--- src/rtl/mm_round_ctrl.sv ---
// Round sequencer for the memory-matrix game. It fetches a non-zero board from
// the generator, flashes it for SHOW_CYCLES cycles, then scores player guesses
// against it while tracking found cells, score, lives and level.
module mm_round_ctrl #(
  parameter int SHOW_CYCLES = 16,
  parameter int LIVES_INIT  = 3
) (
  input  logic       clk,
  input  logic       reset,
  input  logic       start,
  input  logic [7:0] rand_board,
  input  logic       guess_valid,
  input  logic [2:0] guess_idx,
  output logic       ld_board,
  output logic [7:0] display,
  output logic [7:0] found,
  output logic [7:0] score,
  output logic [1:0] lives,
  output logic [2:0] level,
  output logic       busy,
  output logic       game_over
);

  localparam logic [23:0] SHOW_LAST = 24'(SHOW_CYCLES - 1);
  localparam logic [1:0]  LIVES_RST = 2'(LIVES_INIT);

  typedef enum logic [2:0] {
    S_IDLE,
    S_LOAD,
    S_SHOW,
    S_PLAY,
    S_WIN,
    S_OVER
  } state_t;

  state_t      state;
  state_t      state_nxt;
  logic [7:0]  target;
  logic [23:0] show_cnt;

  logic [7:0]  guess_mask;
  logic [7:0]  found_hit;
  logic        tgt_bit;
  logic        fnd_bit;
  logic        is_new_hit;
  logic        is_miss;

  function automatic logic [7:0] sat_inc8(input logic [7:0] v);
    return (v == 8'hFF) ? v : v + 8'd1;
  endfunction

  function automatic logic [2:0] sat_inc3(input logic [2:0] v);
    return (v == 3'd7) ? v : v + 3'd1;
  endfunction

  assign guess_mask = 8'b1 << guess_idx;
  assign found_hit  = found | guess_mask;
  assign tgt_bit    = target[guess_idx];
  assign fnd_bit    = found[guess_idx];
  assign is_new_hit = guess_valid && tgt_bit && !fnd_bit;
  assign is_miss    = guess_valid && !tgt_bit;

  // State register; an active-low reset returns to IDLE from anywhere.
  always_ff @(posedge clk) begin
    if (!reset) state <= S_IDLE;
    else        state <= state_nxt;
  end

  // Next-state selection and outputs decoded purely from registered state.
  always_comb begin
    state_nxt = state;
    ld_board  = 1'b0;
    busy      = 1'b0;
    game_over = 1'b0;
    display   = 8'h00;
    case (state)
      S_IDLE: begin
        if (start) state_nxt = S_LOAD;
      end
      S_LOAD: begin
        ld_board = 1'b1;
        busy     = 1'b1;
        if (rand_board != 8'h00) state_nxt = S_SHOW;
      end
      S_SHOW: begin
        busy    = 1'b1;
        display = target;
        if (show_cnt == SHOW_LAST) state_nxt = S_PLAY;
      end
      S_PLAY: begin
        busy    = 1'b1;
        display = found;
        if (is_miss && lives == 2'd1)                   state_nxt = S_OVER;
        else if (is_new_hit && found_hit == target)     state_nxt = S_WIN;
      end
      S_WIN: begin
        busy      = 1'b1;
        display   = target;
        state_nxt = S_LOAD;
      end
      S_OVER: begin
        game_over = 1'b1;
        display   = target;
        if (start) state_nxt = S_LOAD;
      end
      default: state_nxt = S_IDLE;
    endcase
  end

  // Round and game bookkeeping: board capture, show timer, guess scoring.
  always_ff @(posedge clk) begin
    if (!reset) begin
      target   <= 8'h00;
      found    <= 8'h00;
      score    <= 8'h00;
      lives    <= LIVES_RST;
      level    <= 3'd0;
      show_cnt <= 24'd0;
    end else begin
      case (state)
        S_LOAD: begin
          if (rand_board != 8'h00) begin
            target   <= rand_board;
            found    <= 8'h00;
            show_cnt <= 24'd0;
          end
        end
        S_SHOW: show_cnt <= show_cnt + 24'd1;
        S_PLAY: begin
          if (is_new_hit) begin
            found <= found_hit;
            score <= sat_inc8(score);
          end else if (is_miss && lives != 2'd0) begin
            lives <= lives - 2'd1;
          end
        end
        S_WIN: level <= sat_inc3(level);
        S_OVER: begin
          if (start) begin
            score <= 8'h00;
            lives <= LIVES_RST;
            level <= 3'd0;
          end
        end
        default: ;
      endcase
    end
  end

endmodule
--- config.mk ---
export PLATFORM = sky130hd
export DESIGN_NAME = mm_round_ctrl
export DESIGN_NICKNAME = d
export VERILOG_FILES = /design/src/rtl/mm_round_ctrl.sv
export SDC_FILE = /design/constraint.sdc
export NUM_CORES = 1
export LEC_CHECK = 0
export ABC_CLOCK_PERIOD_IN_PS = 2350
export BUFFER_PORTS_ARGS = -buffer_cell sky130_fd_sc_hd__buf_4
export CAP_MARGIN = 25
export CORE_MARGIN = 1
export CORE_UTILIZATION = 49
export DETAILED_ROUTE_END_ITERATION = 7
export PLACE_DENSITY = 0.75
export SLEW_MARGIN = 25
export SYNTH_ARGS = -nofsm -noshare
export SYNTH_HDL_FRONTEND = slang
export SYNTH_SLANG_ARGS = --single-unit
--- constraint.sdc ---
create_clock -name clk -period 2.35 [get_ports clk]
set_clock_uncertainty 0.05 [all_clocks]
set_input_delay 0.47 -clock clk [delete_from_list [all_inputs] [get_ports clk]]
set_output_delay 0.47 -clock clk [all_outputs]
set_load 0.01 [all_outputs]
# After elaboration in Yosys (flattened, before gate mapping)
# Index checks and enable logic that the tools add are counted.
dict set report word_totals {
  reg_bits 56
  inputBits 15
  output_inout_bits 32
  elab_cells 89
}
dict set report classes {
  addsub 4
  n_lt_le_gt_ge 1
  eq_ne 20
  n_shift 1
  n_mux 30
  n_bitwise 1
  reduce_logical 25
}
# op count
set ops {}
lappend ops {{$pmux 24 s2} 1}
lappend ops {{$pmux 8 s2} 3}
lappend ops {{$mux 8} 5}
lappend ops {{$add 24x1->24 const B} 1}
lappend ops {{$eq 24x4->1 const B} 1}
lappend ops {{$mux 24} 1}
lappend ops {{$mux 3} 7}
lappend ops {{$ne 2x2->1 const B} 8}
lappend ops {{$pmux 3 s5} 1}
lappend ops {{$reduce_and 4->1} 3}
lappend ops {{$reduce_bool 2->1} 5}
lappend ops {{$eq 3x3->1 const B} 3}
lappend ops {{$add 8x1->8 const B} 1}
lappend ops {{$eq 8x8->1} 1}
lappend ops {{$eq 8x8->1 const B} 1}
lappend ops {{$or 8x8->8} 1}
lappend ops {{$reduce_bool 8->1} 1}
lappend ops {{$shl 1x3->8 const A} 1}
lappend ops {{$bmux 1 s3} 2}
lappend ops {{$eq 3x2->1 const B} 2}
lappend ops {{$logic_and 1x1->1} 6}
lappend ops {{$mux 2} 3}
lappend ops {{$pmux 3 s2} 1}
lappend ops {{$reduce_and 3->1} 2}
lappend ops {{other kinds (15)} 21}

# Logic depth before layout (Yosys ltp)
# Gate-level depths: netlist of run 1.
dict set report logic_depth {
  depth_word 8
  depth_mapped 8
  ltp_nobuf 7
}

# Worst setup path after synthesis of run 1
# OpenSTA, ideal clock, no wires.
dict set report synth_path {
  path_kind {input port to flip-flop}
  start {input guess_idx[1]}
  end {register state[0]}
  setup_time_ns 0.120
  arrival_time_ns 2.186
  required_ns 2.180
  path_slack_ns -0.005
  path_stages 6
  path_buffers 1
  cell_sequence {buf_2 > mux4_2 > mux2i_1 > nand4_2 > or3_1 > o31a_1}
}
dict set report synth_via {
  elab_chain_cells 7
  elab_cells_between_ends 18
  classes_between {eq/ne (2); shift (1); mux (6); bitwise (1); reduce/logical (8)}
}
# element line
set synth_rtl {}
lappend synth_rtl {{from (decl)} 13} ;# input logic [2:0] guess_idx,
lappend synth_rtl {{$bmux 1 s3 (on tied branches)} {58, 59}}
lappend synth_rtl {{$mux 1 (on tied branches)} {58, 59}}
lappend synth_rtl {{$logic_not 1->1, or another cell as far along} 61} ;# assign is_miss = guess_valid && !tgt_bit;
lappend synth_rtl {{$logic_and 1x1->1 (on tied branches)} {61, 60}}
lappend synth_rtl {{$logic_and 1x1->1 (on tied branches)} {93, 94}}
lappend synth_rtl {{$mux 3 or $ne 3x3->1 (tied branches)} -}
lappend synth_rtl {{$pmux 3 s5 or $reduce_and 4->1 (tied branches)} -}
lappend synth_rtl {{to (signal assigned)} 66} ;# else state <= state_nxt;
lappend synth_rtl {{to (decl)} 36} ;# state_t state;
# Parallel ways exist; a longest one is shown, timed or not. The select of a mux whose other input is x is not followed.
# A chain may end at the register's enable or synchronous reset.

# Worst setup path in the final report of run 1
dict set report layout_path {
  start {register state[2]}
  end {output display[4]}
}
dict set report layout_via {
  elab_chain_cells 3
  elab_cells_between_ends 6
  classes_between {eq/ne (4); mux (1); reduce/logical (1)}
}
# element line
set layout_rtl {}
lappend layout_rtl {{$eq 3x3->1 or $eq 3x2->1 (tied branches)} 76} ;# case (state)
lappend layout_rtl {{$reduce_or 3->1 (no source line)} -}
lappend layout_rtl {{$pmux 8 s2 *} 76}
lappend layout_rtl {{to (decl)} 15} ;# output logic [7:0] display,
# Every way passes the cells marked *; elsewhere a longest branch is shown, timed or not.

==> results of run 1 <==
==> report_power, final <==
group / switching (mW) / leakage [nW] / internal, mW
combinational: 0.462 / 1.07 / 0.348
clock: 0.320 / 0.0434 / 0.239
sequential: 0.109 / 0.453 / 1.01
==> final cells by class <==
class,count,share of cell area
multi-input combinational,306,0.5224
sequential,56,0.2949
timing repair buffer,61,0.1238
tap,77,0.02535
clock buffer,6,0.02172
inverter,8,0.007900
clock inverter,2,0.003950
==> synth_stat cells (10+ instances only) <==
library cell  instances
and2_1               19
mux2i_1              23
clkbuf_1             13
nor3_1               10
dfxtp_1              56
nor2b_1              10
a21oi_1              19
nor2_1               15
a21boi_0             12
nand3_1              16
nand2_1              56
nand4_1              12
o21ai_0              22
==> routing by layer <==
metal  vias to the layer above  part of all wire  global-route usage  routed length [um]
li1                       1513                 -                   -                   -
met5                         -                 0                   0                   0
met1                      1414              0.46              0.2740                3360
met4                         0             0.020             0.07680                 146
met2                        67              0.49              0.3823                3598
met3                        12             0.036             0.03579                 266
==> logic make-up (layout without fill, tap and decap cells) <==
kind of cell               after synthesis  after routing  share of synthesized area
AOI/OAI and AO/OA                       88             88                     0.1886
xor gates and xnor gates                12             12                    0.03280
adders and majority gates                6              6                    0.02343
buffers and inverters                   25             77                    0.03046
DFF                                     56             56                     0.3499
muxes                                   25             25                    0.08590
and+or+nand+nor                        175            175                     0.2890
==> stage by stage <==
stage	setup WS, ns	hold WS, ns	setup TNS, ns	cell area, um2
after global placement	0.02947	0.4396	0	3704
after floorplan	0.01552	0.4217	0	3204
final	0.1311	0.3642	0	3801
after global routing	0.05677	0.3646	0	3801
after CTS	0.1554	0.3566	0	3801
after detailed placement	-0.01717	0.4547	-0.02156	3704
==> worst max path at each step <==
stage          slack (ns)    endpoint         start
4_1_cts              0.16  display[4]      state[2]
5_1_grt              0.06    score[5]      found[7]
3_3_place_gp         0.03    score[5]  guess_idx[1]
2_1_floorplan        0.02    state[0]  guess_idx[1]
3_5_place_dp        -0.02    score[5]  guess_idx[1]
6_report             0.13  display[4]      state[2]
==> placed cells by master, fill, tap and decap left out, drive strengths merged, types with 2 or more instances in the layout <==
master    instances
buf              61
nand2            56
dfxtp            56
mux2i            23
o21ai            23
and2             21
a21oi            20
nand3            16
nor2             15
nand4            13
a21boi           12
nor3             11
nor2b            10
xor2              9
inv               8
nor4              7
and3              6
ha                6
clkbuf            6
o21a              5
nand2b            4
a22oi             4
a22o              4
a32o              4
xnor2             3
or4               3
and4              3
o211a             3
or3               3
a31o              3
o311ai            2
mux4              2
nor4b             2
o31a              2
clkinvlp          2
nor3b             2
a211oi            2
==> flip-flops by register name, indices dropped and copies added, names as in the netlist <==
register and cells:
level 3, show_cnt 24, found 8, target 8, state 3, score 8
lives 2
==> tightest hold or removal path, cell delays in order <==
cell      delay [ns]
buf_4           0.11
nand2_1         0.05
a21boi_0        0.06
==> results.toml, run 1 <==
[cts]
cts_hold_buf = 0
cts_sinks = 56
clockBufferDepth = 2
cts_setup_buffers = 0
htree_levels = 2
cts_resized = 0
clkTransAtPathRegs_ns = 0.11
cts_root_buf = "clkbuf_8"
cts_buffers = 5
insertion_delay_ns = 0.32
tritoncts = "done"

[timing]
rsz0062_at_grt = "false"
finalHoldViolCount = 0
tightest_slew_ns = 0.4617
post-route-min-period_ns = 2.219
period_share = 0.9442
finalSetupViolations = 0
report.final.slew_viol_count = 0
fmax_mhz = 450.7
slew_headroom = 0.6918

[grt]
grt_overflow = 0
grtUsageTotal = 0.2196
grt_pass1_vias = 2820
grt_max_degree = 43
grt_pass1_wl_mm = 12.68
antenna_found_initial = 0

[critical_path]
cp.buffers_inverters = 2
critPathCaptureType = "output port"
crit_path_frequent_cell = "buf_4"
crit_cells = 5
rr_startpoint = "found[4]"
crit_path_cell_trace = "nor2b_1 > buf_4 > nand2_1 > o21ai_0 > buf_4"
worst_ep_arrival_time_ns = 1.70
rr_worst_depth = 6
crit_required_ns = 1.83
crit_type = "reg -> out"
start_kind = "flop"
max_stage_delay_ns = 0.62
cp_max_fo = 14
critical_path.top_delay_family = "flip-flops"
r2r_end = "score[5]"
rrSetupSlack_ns = 0.24
slowest_stage = "dfxtp_1"

[routing]
drc_errors = 0
num_vias = 3006
drt-total-wl_mm = 7.371
drt-initial-drc-count = 117
vias_per_cell = 5.826
wire_per_inst_um = 14.28
final_antenna_net_count = 0
dr.pass1.iters = 4

[power_and_ir_drop]
ir_worst_vdd_mv = 0.3055
finalPower_mw = 2.488
power_density_nw_per_um2 = 654.6
p_leak_nw = 1.566

[final_layout]
nets = 459
diodes = 0
regArea_um2 = 1121
area_growth_pct = 18.63
final_util = 0.6021
drive_gt1_frac = 0.1845
multi_input_area_um2 = 1986
finalNonFillerCells = 516
num-fill-cells = 603

[synth]
syn-cell-area_um2 = 3204
avgSynthCellArea_um2 = 8.280
yosys.area.top_type = "dfxtp_1"
synth_seq_cells = 56
synth_edf_count = 0
ys_seq_area_frac = 0.3499
synth.top_cell.area_share = 0.3499
synthArstFlopShare = 0
ys.flop_type = "dfxtp_1"
synth_warnings = 0
synth_cells = 387
synth.area.top_cells = "dfxtp_1, mux2i_1, nand2_1"
syn-num-nets = 408
synth_cell_type_count = 51

[worst_hold_path]
min_delay_path_depth = 3
min_from = "rand_board[7]"
hp-class = "in -> reg"
whs_endpoint = "target[7]"

[placed_design]
hpwl_mm = 5.456
place_congestion = 0.8939
dp.cells = 508
io_buffers = 46

[floorplan]
die_area_um2 = 6867
core-area_um2 = 6314
rows = 29
chipWidth_um = 82.87
die_h_um = 82.87
io_pins = 47
start_util = 0.5075

[run_status]
outcome = "finished clean"

[flow_run]
drv_cap = 0
(Power assumes the default switching activity.)
==> run 2, diff against run 1 <==
--- a/config.mk
+++ b/config.mk
@@ -6,12 +6,13 @@
 export NUM_CORES = 1
 export LEC_CHECK = 0
 export ABC_CLOCK_PERIOD_IN_PS = 2350
-export BUFFER_PORTS_ARGS = -buffer_cell sky130_fd_sc_hd__buf_4
+export BUFFER_PORTS_ARGS = -buffer_cell sky130_fd_sc_hd__buf_2
 export CAP_MARGIN = 25
 export CORE_MARGIN = 1
 export CORE_UTILIZATION = 49
 export DETAILED_ROUTE_END_ITERATION = 7
 export PLACE_DENSITY = 0.75
+export SETUP_SLACK_MARGIN = 0.2
 export SLEW_MARGIN = 25
 export SYNTH_ARGS = -nofsm -noshare
 export SYNTH_HDL_FRONTEND = slang
==> run 2 against run 1 <==
Against the previous run: the run now ends with DRC left; largest power group unchanged; non-clock buffer count up 4; global-route usage down 0.31 points; total power up 2.6%; die area unchanged; design area down 0.92%; hold slack worse by 0.0077 ns; worst setup slack better by 0.17 ns; sequential power about the same; first-iteration DRC count up 28%; sequential share of layout area up 0.37 points; via count up 0.20%.
==> results.toml, run 2 (synthesis gave the netlist of run 1 again) <==
[run_status]
outcome = "finished with violations"
violations = "DRC"

[critical_path]
cp_max_fo = 6
max_stage_delay_ns = 0.48
start_kind = "flop"
crit_path_cell_trace = "mux4_2 > mux2i_2 > nand4_4 > a211oi_2 > buf_4 > a21oi_1 > a31o_2"
worst_ep_arrival_time_ns = 2.22
rrSetupSlack_ns = 0.30
slowest_stage = "mux4_2"
crit_required_ns = 2.52
critPathCaptureType = "flop"
crit_type = "reg -> reg"

[final_layout]
nets = 463
num-fill-cells = 589
largest_reg_flops = 24
area_growth_pct = 17.53
final_util = 0.5965
final_common_cell = "nand2_1"
finalNonFillerCells = 520
final_cell_mix = "nand2_1, dfxtp_1, buf_2, mux2i_1, o21ai_0"
diodes = 0
largest_register = "show_cnt"
drive_gt1_frac = 0.2054

[floorplan]
die_h_um = 82.87
chipWidth_um = 82.87
core-area_um2 = 6314
io_pins = 47
start_util = 0.5075
die_area_um2 = 6867
rows = 29

[placed_design]
io_buffers = 46
place_congestion = 0.8668
dp.cells = 508
hpwl_mm = 5.561

[power_and_ir_drop]
p_switching_uw = 884.2
combinationalPowerShare = 0.313
p_leak_nw = 1.582
finalPower_mw = 2.552
pwr-share-clk = 0.248
p_int_mw = 1.668
ir_worst_vdd_mv = 0.3732
p_seq_frac = 0.439
power_switching_share = 0.3465
power_density_nw_per_um2 = 677.6

[cts]
htree_levels = 2
cts_hold_buf = 0
cts_root_buf = "clkbuf_8"
tritoncts = "done"
cts_buffers = 5
cts_sinks = 56
insertion_delay_ns = 0.31
clkTransAtPathRegs_ns = 0.10
clockBufferDepth = 2

[routing]
dr.pass1.iters = 6
wire_per_inst_um = 14.54
drt-initial-drc-count = 150
vias_per_cell = 5.792
drt-total-wl_mm = 7.562
num_vias = 3012
drc_errors = 2
final_antenna_net_count = 0

[timing]
post-route-min-period_ns = 2.047
fmax_mhz = 488.5
finalHoldViolCount = 0
rsz0062_at_grt = "true"
setup_tns_ns = 0
whs_ns = 0.3565
tightest_slew_ns = 0.3873
slew_headroom = 0.7382
finalSetupViolations = 0
period_share = 0.8711
report.final.slew_viol_count = 0

[grt]
grt_pass1_vias = 2785
antenna_found_initial = 0
grt_pass1_wl_mm = 12.46
grt_max_degree = 29
grtUsageTotal = 0.2165
grt_overflow = 0

[flow_run]
drv_cap = 0

[worst_hold_path]
hp-class = "in -> reg"
## run 2: cell count changes in the layout (fill, tap and decap cells not counted), sizes merged
cell	delta
buf	+4
bufinv	+1
clkinv	+1
clkinvlp	-2
## run 2: worst max-delay path: cells and delay by family, from the launching register on
| family | cells | cell delay, ns |
|---|---|---|
| buffers and inverters | 1 | 0.15 |
| AO/OA/AOI/OAI | 3 | 0.50 |
| multiplexers | 2 | 0.70 |
| flip-flops | 1 | 0.38 |
| AND/OR/NAND/NOR | 1 | 0.17 |
## run 2: path summary, 6_finish.rpt
path / depth (start not counted) / from / endpoint
max: 7 / found[0] / score[5]
min: 3 / rand_board[4] / target[4]
max reg2reg: 7 / found[0] / score[5]
min reg2reg: 2 / show_cnt[1] / show_cnt[1]
## run 2: layout make-up
| class | instances | area, um2 | share of cell area |
|---|---|---|---|
| clock buffer | 6 | 72.57 | 0.01927 |
| timing repair buffer | 65 | 385.4 | 0.1023 |
| multi-input combinational | 306 | 2022 | 0.5369 |
| clock inverter | 2 | 35.03 | 0.009302 |
| inverter | 8 | 30.03 | 0.007973 |
| sequential | 56 | 1125 | 0.2987 |
| tap | 77 | 96.34 | 0.02558 |
## run 2: repair_timing
item                       in CTS  in global routing
resized for setup               1                  7
setup endpoints to repair       1                 18
pin swaps                       0                  3
buffers inserted                0                  4
hold endpoints to repair        0                  0
gates cloned                    0                  0
## run 2: per-layer routing
metal | part of all wire | track usage | vias up
met5 | 0 | 0 | -
met4 | 0.0095 | 0.05172 | 0
met3 | 0.029 | 0.03082 | 9
met2 | 0.51 | 0.4083 | 62
met1 | 0.45 | 0.2558 | 1430
li1 | - | - | 1511
## run 2: power groups by stage
stage / Combinational, mW / Clock, mW / Sequential [mW]
3_5_place_dp: 0.789 / 0 / 1.14
4_1_cts: 0.793 / 0.649 / 1.12
2_1_floorplan: 0.569 / 0 / 1.08
6_report: 0.798 / 0.634 / 1.12
5_1_grt: 0.888 / 0.685 / 1.13
3_3_place_gp: 0.770 / 0 / 1.13
## run 2: stage by stage
stage | cell area [um2] | worst slack [ns]
after detailed placement | 3596 | -0.04123
final | 3766 | 0.3029
after global routing | 3766 | 0.1406
after global placement | 3596 | 0.01439
after floorplan | 3227 | 0.1299
after CTS | 3709 | 0.2069
